## src/rtl/sara_spec_ctrl.sv

```systemverilog
// sara_spec_ctrl: speculate-and-correct controller for an external segmented
// approximate adder (SARA). Each operand transaction is issued once with a
// speculative group-select mask. The controller recomputes the exact group
// carries to find misspeculated group boundaries. In correction mode it
// reissues the add with the faulty groups forced exact. The result is then
// returned over a valid/ready handshake.
//
// Ports
//   clk, rst          clock, synchronous active-high reset
//   in_valid/in_ready operand handshake; in_a, in_b, in_cin, in_mode
//   cfg_select        base speculation mask (1 = group exact)
//   sara_a/b/cin/select  operands and mask driven to the SARA instance
//   sara_sum/cout     result returned by the SARA instance
//   out_valid/out_ready  result handshake; out_sum, out_cout,
//                     out_inexact (approximate result may be wrong),
//                     out_fixed (result came from a correction pass)
//   stats_clr         synchronous clear of op_count and fix_count
//   op_count          completed transactions, saturating
//   fix_count         correction passes, saturating
module sara_spec_ctrl #(
  parameter int unsigned SIZE       = 32,
  parameter int unsigned GROUP_SIZE = 4,
  parameter int unsigned CNT_W      = 16,
  localparam int unsigned NG        = SIZE / GROUP_SIZE
) (
  input  logic             clk,
  input  logic             rst,
  input  logic             in_valid,
  output logic             in_ready,
  input  logic [SIZE-1:0]  in_a,
  input  logic [SIZE-1:0]  in_b,
  input  logic             in_cin,
  input  logic [1:0]       in_mode,
  input  logic [NG-1:0]    cfg_select,
  output logic [SIZE-1:0]  sara_a,
  output logic [SIZE-1:0]  sara_b,
  output logic             sara_cin,
  output logic [NG-1:0]    sara_select,
  input  logic [SIZE-1:0]  sara_sum,
  input  logic             sara_cout,
  output logic             out_valid,
  input  logic             out_ready,
  output logic [SIZE-1:0]  out_sum,
  output logic             out_cout,
  output logic             out_inexact,
  output logic             out_fixed,
  input  logic             stats_clr,
  output logic [CNT_W-1:0] op_count,
  output logic [CNT_W-1:0] fix_count
);

  localparam logic [1:0] MODE_APPROX = 2'd0;
  localparam logic [1:0] MODE_EXACT  = 2'd1;

  typedef enum logic [1:0] {
    S_IDLE,
    S_SPEC,
    S_FIX,
    S_HOLD
  } state_t;

  state_t          state;
  logic [1:0]      mode_q;
  logic [NG-1:0]   err;
  logic            any_err;
  logic            op_done;
  logic            fix_done;

  // Misspeculation detection. The sara_* registers double as the operand
  // registers, so err is evaluated against exactly what the adder sees.
  // A boundary is wrong when the speculated carry (generate of the group
  // MSB) differs from the exact chained carry. Below the top group this only
  // matters if the next group's LSB propagates.
  always_comb begin : err_calc
    logic [SIZE:0]   cy;
    logic [SIZE-1:0] p;
    logic [SIZE-1:0] g;
    p     = sara_a ^ sara_b;
    g     = sara_a & sara_b;
    cy    = '0;
    cy[0] = sara_cin;
    for (int unsigned k = 0; k < SIZE; k++) begin
      cy[k+1] = g[k] | (p[k] & cy[k]);
    end
    err = '0;
    for (int unsigned i = 0; i + 1 < NG; i++) begin
      err[i] = ~sara_select[i]
             & (g[(i+1)*GROUP_SIZE-1] ^ cy[(i+1)*GROUP_SIZE])
             & p[(i+1)*GROUP_SIZE];
    end
    err[NG-1] = ~sara_select[NG-1] & (g[SIZE-1] ^ cy[SIZE]);
  end

  assign any_err  = |err;
  assign op_done  = (state == S_HOLD) && out_ready;
  assign fix_done = (state == S_FIX);

  // Transaction FSM with registered handshake, SARA drive and result outputs.
  always_ff @(posedge clk) begin
    if (rst) begin
      state       <= S_IDLE;
      mode_q      <= MODE_APPROX;
      in_ready    <= 1'b1;
      out_valid   <= 1'b0;
      out_sum     <= '0;
      out_cout    <= 1'b0;
      out_inexact <= 1'b0;
      out_fixed   <= 1'b0;
      sara_a      <= '0;
      sara_b      <= '0;
      sara_cin    <= 1'b0;
      sara_select <= '0;
    end else begin
      case (state)
        S_IDLE: begin
          if (in_valid) begin
            sara_a      <= in_a;
            sara_b      <= in_b;
            sara_cin    <= in_cin;
            sara_select <= (in_mode == MODE_EXACT) ? '1 : cfg_select;
            mode_q      <= in_mode;
            in_ready    <= 1'b0;
            state       <= S_SPEC;
          end
        end
        S_SPEC: begin
          // Modes 2 and 3 both correct; mode 0 only flags the error.
          if (mode_q[1] && any_err) begin
            sara_select <= sara_select | err;
            state       <= S_FIX;
          end else begin
            out_sum     <= sara_sum;
            out_cout    <= sara_cout;
            out_inexact <= (mode_q == MODE_APPROX) && any_err;
            out_fixed   <= 1'b0;
            out_valid   <= 1'b1;
            state       <= S_HOLD;
          end
        end
        S_FIX: begin
          // Every faulty boundary is now exact, so this sum is the true one.
          out_sum     <= sara_sum;
          out_cout    <= sara_cout;
          out_inexact <= 1'b0;
          out_fixed   <= 1'b1;
          out_valid   <= 1'b1;
          state       <= S_HOLD;
        end
        S_HOLD: begin
          if (out_ready) begin
            out_valid <= 1'b0;
            in_ready  <= 1'b1;
            state     <= S_IDLE;
          end
        end
        default: begin
          state    <= S_IDLE;
          in_ready <= 1'b1;
        end
      endcase
    end
  end

  // Saturating statistics; a clear wins over a same-cycle increment.
  always_ff @(posedge clk) begin
    if (rst || stats_clr) begin
      op_count  <= '0;
      fix_count <= '0;
    end else begin
      if (op_done && (op_count != {CNT_W{1'b1}})) begin
        op_count <= op_count + CNT_W'(1);
      end
      if (fix_done && (fix_count != {CNT_W{1'b1}})) begin
        fix_count <= fix_count + CNT_W'(1);
      end
    end
  end

endmodule

```

## config.mk

```make
export PLATFORM = sky130hd
export DESIGN_NAME = sara_spec_ctrl
export DESIGN_NICKNAME = d
export VERILOG_FILES = /design/src/rtl/sara_spec_ctrl.sv
export SDC_FILE = /design/constraint.sdc
export NUM_CORES = 1
export LEC_CHECK = 0
export CORE_MARGIN = 2
export CORE_UTILIZATION = 30
export DETAILED_ROUTE_END_ITERATION = 10
export SYNTH_ARGS = -nofsm -noshare
export SYNTH_HDL_FRONTEND = slang
export SYNTH_SLANG_ARGS = --single-unit
```

## constraint.sdc

```tcl
create_clock -name clk -period 3.9 [get_ports clk]
set_input_delay 0.78 -clock clk [delete_from_list [all_inputs] [get_ports clk]]
set_output_delay 0.78 -clock clk [all_outputs]
set_load 0.005 [all_outputs]
```

==> qor.csv, run 1 <==
stage,metric,value,unit
outcome,status,"finished, final reports clean",
cts,Clock Path Buffers,2,
die,Initial Util,0.305,
global_route,GRT busiest layer,met2,
final_layout,Fill cells,2256,
final_layout,Nets,1227,
hold_path,Hold Crit Depth,2,
timing,fmax,0.316,GHz
timing,fin crit period,3.17,ns
hold_path,worst hold-check path type,flip-flop to flip-flop,
global_route,initial antenna violation count,1,
routing,drt wl/cell,15.4,um
timing,RSZ-0062 raised after global routing,false,
cts,clk_lat worst skew,0.42,ns
routing,Post-Route WL,21100,um
final_layout,Area Overhead vs Synth,48.8,%
yosys,top cell type's share of synthesized area,0.425,
cts,Post-CTS Hold Fix Bufs,0,
yosys,Syn Inst Count,838,
setup_path,critical path buffer and inverter count,0,
yosys,Seq cells post-synth,146,
cts,post_cts resized,0,
setup_path,crit-path cells,ha_1 > a21o_1 > a2111oi_4 > o211a_1 > a31oi_1 > a2111oi_4 > a41oi_2 > o21ai_1 > a2111oi_0,
yosys,Area contributors post-synth,"dfxtp_1, nand2_1, ha_1, a21oi_1, mux2i_1",
timing,Worst slew margin,0.411,
global_route,Total GRT Usage,0.174,
place,IO Port Bufs,254,
timing,hold slack,0.454,ns
routing,DRT Pass-1 Iters,4,
setup_path,Critical R2R Launch,sara_a[17],
setup_path,crit-path max FO,7,
yosys,synth unique cells,55,
yosys,sequential area share after synthesis,0.425,
global_route,pin count of the biggest net entering global routing,79,
yosys,ys async rst share,0,
timing,final period utilization,0.812,
hold_path,hold path start,out_sum[21],
setup_path,kind of critical path,flip-flop to flip-flop,
timing,Final Hold Violating Endpoints,0,
die,Top Ports,255,
cts,Max H-tree Level,4,
yosys,Yosys Warn Count,0,
cts,Root Driver,clkbuf_16,
cts,CTS tree,built,
routing,Routed Antenna Nets,0,
routing,drt via density,4.81,
cts,CTS buffer count,17,
yosys,Avg Inst Size Synth,8.21,um^2
die,Die Wd,155,um
setup_path,CP max stage delay,0.49,ns
timing,Clock Skew,0.0137,ns
die,row cnt,55,
global_route,met3 Track Usage GR,0.0549,
setup_path,Crit-path slowest cell,o21ai_1,
die,die area,24200,um^2
timing,Worst-Margin Slew,0.884,ns
final_layout,share of layout cells above drive strength 1,0.0451,
timing,setup tns final,0,ns
setup_path,Setup crit start kind,flip-flop,
setup_path,WP data arrival,3.42,ns
setup_path,most frequent cell on the critical path,a2111oi_4,
hold_path,hold endpoint,out_sum[21],
global_route,met2 Track Usage GR,0.294,
place,Placer Congestion,0.821,
global_route,grt total ovfl,0,
yosys,Main synth FF type,dfxtp_1,
job,Max-Cap Viols,0,
cts,# clock sinks,146,
global_route,met1 usage,0.214,
setup_path,r2r worst-path depth,9,
yosys,Synth top cells by count,"nand2_1, dfxtp_1, a21oi_1",
yosys,"area leader, netlist",dfxtp_1,
place,DP HPWL,15500,um
power_and_ir_drop,Cell Pwr Density,547,nW/um^2
cts,Worst-path clk slew,0.06,ns
power_and_ir_drop,maximum vdd drop,0.277,mV
yosys,Mapped Nets,989,
global_route,vias in the first global route,6282,
global_route,first-pass GRT wire length,33700,um
die,Die Height,155,um
power_and_ir_drop,LEAKAGE,3.88,nW
routing,DRC viols,0,
timing,"Slew Viols, Final",0,
setup_path,critical path's top delay family,compound AO/OA/AOI/OAI gates,
die,Core ar.,22600,um^2
setup_path,Reg2Reg Capture Point,sara_select[2],
setup_path,CP required,4.16,ns
yosys,number of flops mapped to enable cells by yosys,0,
timing,"Setup violations, final",0,
cts,Post-CTS Setup Bufs,0,
setup_path,Setup crit end kind,flip-flop,
routing,Iteration-0 DRC Markers,309,
yosys,"Cell Area, Synth",6880,um^2
routing,vias,6607,
setup_path,R2R setup slack,0.73,ns
yosys,cell with the most instances after synthesis,nand2_1,
worst register-to-register path: stages, from the launching register on:
cell,delay [ns]
dfxtp_1,0.32
ha_1,0.36
a21o_1,0.24
a2111oi_4,0.38
o211a_1,0.21
a31oi_1,0.15
a2111oi_4,0.42
a41oi_2,0.24
o21ai_1,0.49
a2111oi_0,0.20
sequential cells by signal, summed over array words and instances, names as in the netlist:
signal and count:
fix_count 16, sara_select 8, op_count 16, mode_q 2
out_cout 1, out_valid 1, out_inexact 1, out_fixed 1
in_ready 1, sara_b 32, state 2, sara_cin 1
out_sum 32, sara_a 32
cell type report:
| cell class | instances | area (um^2) | share of cell area |
|---|---|---|---|
| clock inverter | 9 | 106 | 0.0104 |
| clock buffer | 21 | 470 | 0.0459 |
| tap | 285 | 357 | 0.0348 |
| multi-input combinational | 629 | 3700 | 0.362 |
| antenna | 1 | 2.50 | 0.000244 |
| timing repair buffer | 260 | 2590 | 0.253 |
| sequential | 146 | 2920 | 0.285 |
| inverter | 22 | 82.6 | 0.00806 |
through the flow:
step,cell area [um^2],instances,setup WS [ns],utilization,power (mW)
2_1_floorplan,6880,838,1.05,-,3.04
3_3_place_gp,9660,1342,0.819,0.428,4.02
3_5_place_dp,9660,1342,0.752,0.428,4.03
4_1_cts,10200,1372,0.719,0.454,5.69
5_1_grt,10200,1373,0.470,0.454,5.96
6_report,10200,1373,0.734,0.454,5.60
how the worst max path moves through the flow:
stage / cells after the start / end / slack, ns / startpoint
after CTS: 9 / sara_select[2] / 0.72 / sara_a[17]
after global routing: 9 / sara_select[3] / 0.47 / sara_b[17]
after detailed placement: 9 / sara_select[2] / 0.75 / sara_a[17]
final: 9 / sara_select[2] / 0.73 / sara_a[17]
after floorplan: 10 / out_sum[10] / 1.05 / sara_a[17]
after global placement: 9 / sara_select[0] / 0.82 / sara_a[0]
report_power, final:
group	internal, mW	leakage, nW	switching [mW]
logic	1.02	2.41	0.946
clock network	0.984	0.277	0.641
registers	1.79	1.19	0.225
cells by family after synthesis:
group	after synthesis	synth area share
DFF	146	0.425
and+or+nand+nor	347	0.208
AOI/OAI and AO/OA	182	0.175
xor gates and xnor gates	27	0.0344
muxes	35	0.0509
adders and majority gates	38	0.0691
buffers and inverters	63	0.0376
placed cells by master, fill, tap and decap left out, types with 6 or more instances in the layout:
master	Yosys	layout
xor2_1	19	19
a211oi_1	10	10
o21a_1	8	8
mux2i_1	35	35
xnor2_1	8	8
inv_1	21	21
a21oi_1	88	88
clkdlybuf4s50_1	0	253
ha_1	38	38
nand4_1	6	6
or3_1	6	6
dfxtp_1	146	146
nand3_1	18	18
nor3_1	14	14
nor2_1	55	55
a21o_1	7	7
clkbuf_16	0	17
o21ai_0	23	23
nand2_1	227	226
metal layers:
metal | up-vias | part of all wire | wire (um)
li1 | 3364 | - | -
met1 | 3063 | 0.44 | 9200
met2 | 160 | 0.49 | 10300
met3 | 20 | 0.062 | 1310
met4 | 0 | 0.015 | 312
met5 | - | 0 | 0
Note: power is estimated with default switching activity, not from simulation.
==> run 2, diff against run 1 <==
- clock period: 3.9 -> 2.9 ns (I/O delays scaled with it)
==> qor.csv, run 2 (same netlist as run 1, synthesis figures left out) <==
stage,metric,value,unit,change
place,Placer Congestion,0.848,,+3.3%
job,Max-Cap Viols,0,,unchanged
global_route,vias in the first global route,6576,,+4.7%
timing,fin crit period,3.03,ns,-0.139 ns
setup_path,most frequent cell on the critical path,a2111oi_4,,
setup_path,CP max stage delay,0.40,ns,-0.09 ns
die,die area,24200,um^2,unchanged
cts,CTS buffer count,17,,unchanged
die,Core ar.,22600,um^2,unchanged
final_layout,Nets,1275,,+3.9%
routing,drt via density,4.75,,-1.2%
setup_path,critical path's top delay family,compound AO/OA/AOI/OAI gates,,
setup_path,CP required,3.23,ns,-0.93 ns
routing,DRT Pass-1 Iters,4,,unchanged
die,Top Ports,255,,unchanged
place,IO Port Bufs,254,,unchanged
global_route,initial antenna violation count,1,,unchanged
timing,final worst slack,-0.126,ns,-0.861 ns
global_route,first-pass GRT wire length,34800,um,+3.3%
power_and_ir_drop,LEAKAGE,4.10,nW,+5.6%
hold_path,hold path start,out_sum[16],,
power_and_ir_drop,Cell Pwr Density,730,nW/um^2,+33%
power_and_ir_drop,total design power,7.98,mW,+42%
global_route,pin count of the biggest net entering global routing,72,,-8.9%
setup_path,crit-path cells,ha_4 > a21o_1 > a2111oi_4 > o211a_1 > a31oi_4 > a2111oi_4 > a41oi_2 > buf_4 > a21oi_4 > buf_6 > mux2i_2,,
setup_path,kind of critical path,flip-flop to flip-flop,,
global_route,Total GRT Usage,0.180,,+0.00583
place,pre-CTS setup slack,-0.229,ns,-0.981 ns
cts,# clock sinks,146,,unchanged
timing,fmax,0.330,GHz,+4.6%
final_layout,"commonest non-fill, non-tap cell in the layout",clkdlybuf4s50_1,,
routing,Routed Antenna Nets,0,,unchanged
outcome,status,"complete, but fails checks",,
cts,Worst-path clk slew,0.06,ns,about the same
timing,Final Hold Violating Endpoints,0,,unchanged
final_layout,Area Overhead vs Synth,58.8,%,
setup_path,Crit-path slowest cell,a2111oi_4,,
hold_path,worst hold-check path type,flip-flop to flip-flop,,
power_and_ir_drop,maximum vdd drop,0.387,mV,+40%
routing,DRC viols,0,,unchanged
place,DP HPWL,15700,um,+1.4%
cts,Root Driver,clkbuf_16,,
cts,CTS tree,built,,
setup_path,Setup crit end kind,flip-flop,,
cts,Clock Path Buffers,2,,unchanged
final_layout,share of layout cells above drive strength 1,0.125,,+0.0799
final_layout,most frequent cells in the layout,"clkdlybuf4s50_1, nand2_1, dfxtp_1, a21oi_1, nor2_1",,
routing,Iteration-0 DRC Markers,265,,-14%
die,Die Wd,155,um,unchanged
timing,Clock Skew,0.00941,ns,-0.00433 ns
timing,Worst-Margin Slew,0.685,ns,-0.199 ns
die,Initial Util,0.305,,unchanged
timing,final period utilization,1.04,,+0.232
routing,vias,6758,,+2.3%
timing,RSZ-0062 raised after global routing,true,,
routing,drt wl/cell,15.6,um,+1.4%
outcome,failing checks,setup timing,,
timing,"Setup violations, final",33,,+33
timing,Worst slew margin,0.543,,+0.133
timing,"Slew Viols, Final",0,,unchanged
cts,Max H-tree Level,4,,unchanged
routing,Post-Route WL,22200,um,+5.1%
final_layout,largest registers,"out_sum x32, sara_a x32, sara_b x32",,
setup_path,Critical R2R Launch,sara_a[12],,
die,Die Height,155,um,unchanged
global_route,grt total ovfl,0,,unchanged
die,row cnt,55,,unchanged
setup_path,Setup crit start kind,flip-flop,,
setup_path,crit-path max FO,9,,+2
setup_path,crit path from,sara_a[12],,
setup_path,WP data arrival,3.36,ns,-0.06 ns
cts,clk_lat worst skew,0.41,ns,about the same
setup_path,critical path buffer and inverter count,2,,+2
run 2: cell types whose count changed in the layout (fill, tap and decap cells not counted), sizes merged:
cell,delta
buf,+48
bufinv,-1
clkbuf,+3
clkinv,-2
inv,+1
run 2: what timing repair did:
item / in CTS / in global routing
setup endpoints to repair: 41 / 40
cloned: 3 / 0
resized for setup: 39 / 34
setup buffers: 8 / 4
hold buffers: 0 / 0
pin swaps: 22 / 15
run 2: layout make-up:
class | count | area [um^2]
Sequential cell | 146 | 2940
Tap cell | 285 | 357
Multi-Input combinational cell | 629 | 4000
Antenna cell | 1 | 2.50
Fill cell | 2164 | 11600
Clock buffer | 24 | 482
Inverter | 22 | 82.6
Timing Repair Buffer | 308 | 3000
Clock inverter | 7 | 75.1
run 2: path summary, 6_finish.rpt:
| path | to | slack, ns | cells past startpoint |
|---|---|---|---|
| setup / recovery | out_sum[31] | -0.13 | 11 |
| setup reg to reg | out_sum[31] | -0.13 | 11 |
| hold / removal | out_sum[16] | 0.46 | 2 |
| hold reg to reg | out_sum[16] | 0.46 | 2 |
run 2: power by group:
| group | switching, mW | internal [mW] | total [mW] |
|---|---|---|---|
| clock network | 0.880 | 1.25 | 2.13 |
| registers | 0.301 | 2.41 | 2.71 |
| logic | 1.48 | 1.65 | 3.13 |
run 2: per-layer routing:
layer	share of wire	track usage	up-vias	wire length [um]
met5	0	0	-	0
met2	0.49	0.305	160	10900
met3	0.055	0.0518	20	1220
li1	-	-	3457	-
met1	0.44	0.222	3121	9740
met4	0.014	0.0516	0	301
run 2: through the flow:
stage / setup TNS, ns / hold slack [ns] / area, um^2 / utilization / cells
6_report: -3.32 / 0.458 / 10900 / 0.484 / 1422
2_1_floorplan: 0 / 0.436 / 6880 / - / 838
5_1_grt: -7.76 / 0.477 / 10900 / 0.484 / 1422
4_1_cts: -1.70 / 0.458 / 10800 / 0.479 / 1421
3_3_place_gp: -3.30 / 0.441 / 9950 / 0.441 / 1379
3_5_place_dp: -5.47 / 0.450 / 9950 / 0.441 / 1379
run 2: worst reg2reg max path, stage by stage, from the launching register on:
cell and delay, ns:
dfxtp_2 0.34, ha_4 0.24, a21o_1 0.20, a2111oi_4 0.40
o211a_1 0.27, a31oi_4 0.11, a2111oi_4 0.35, a41oi_2 0.18
buf_4 0.18, a21oi_4 0.23, buf_6 0.23, mux2i_2 0.23
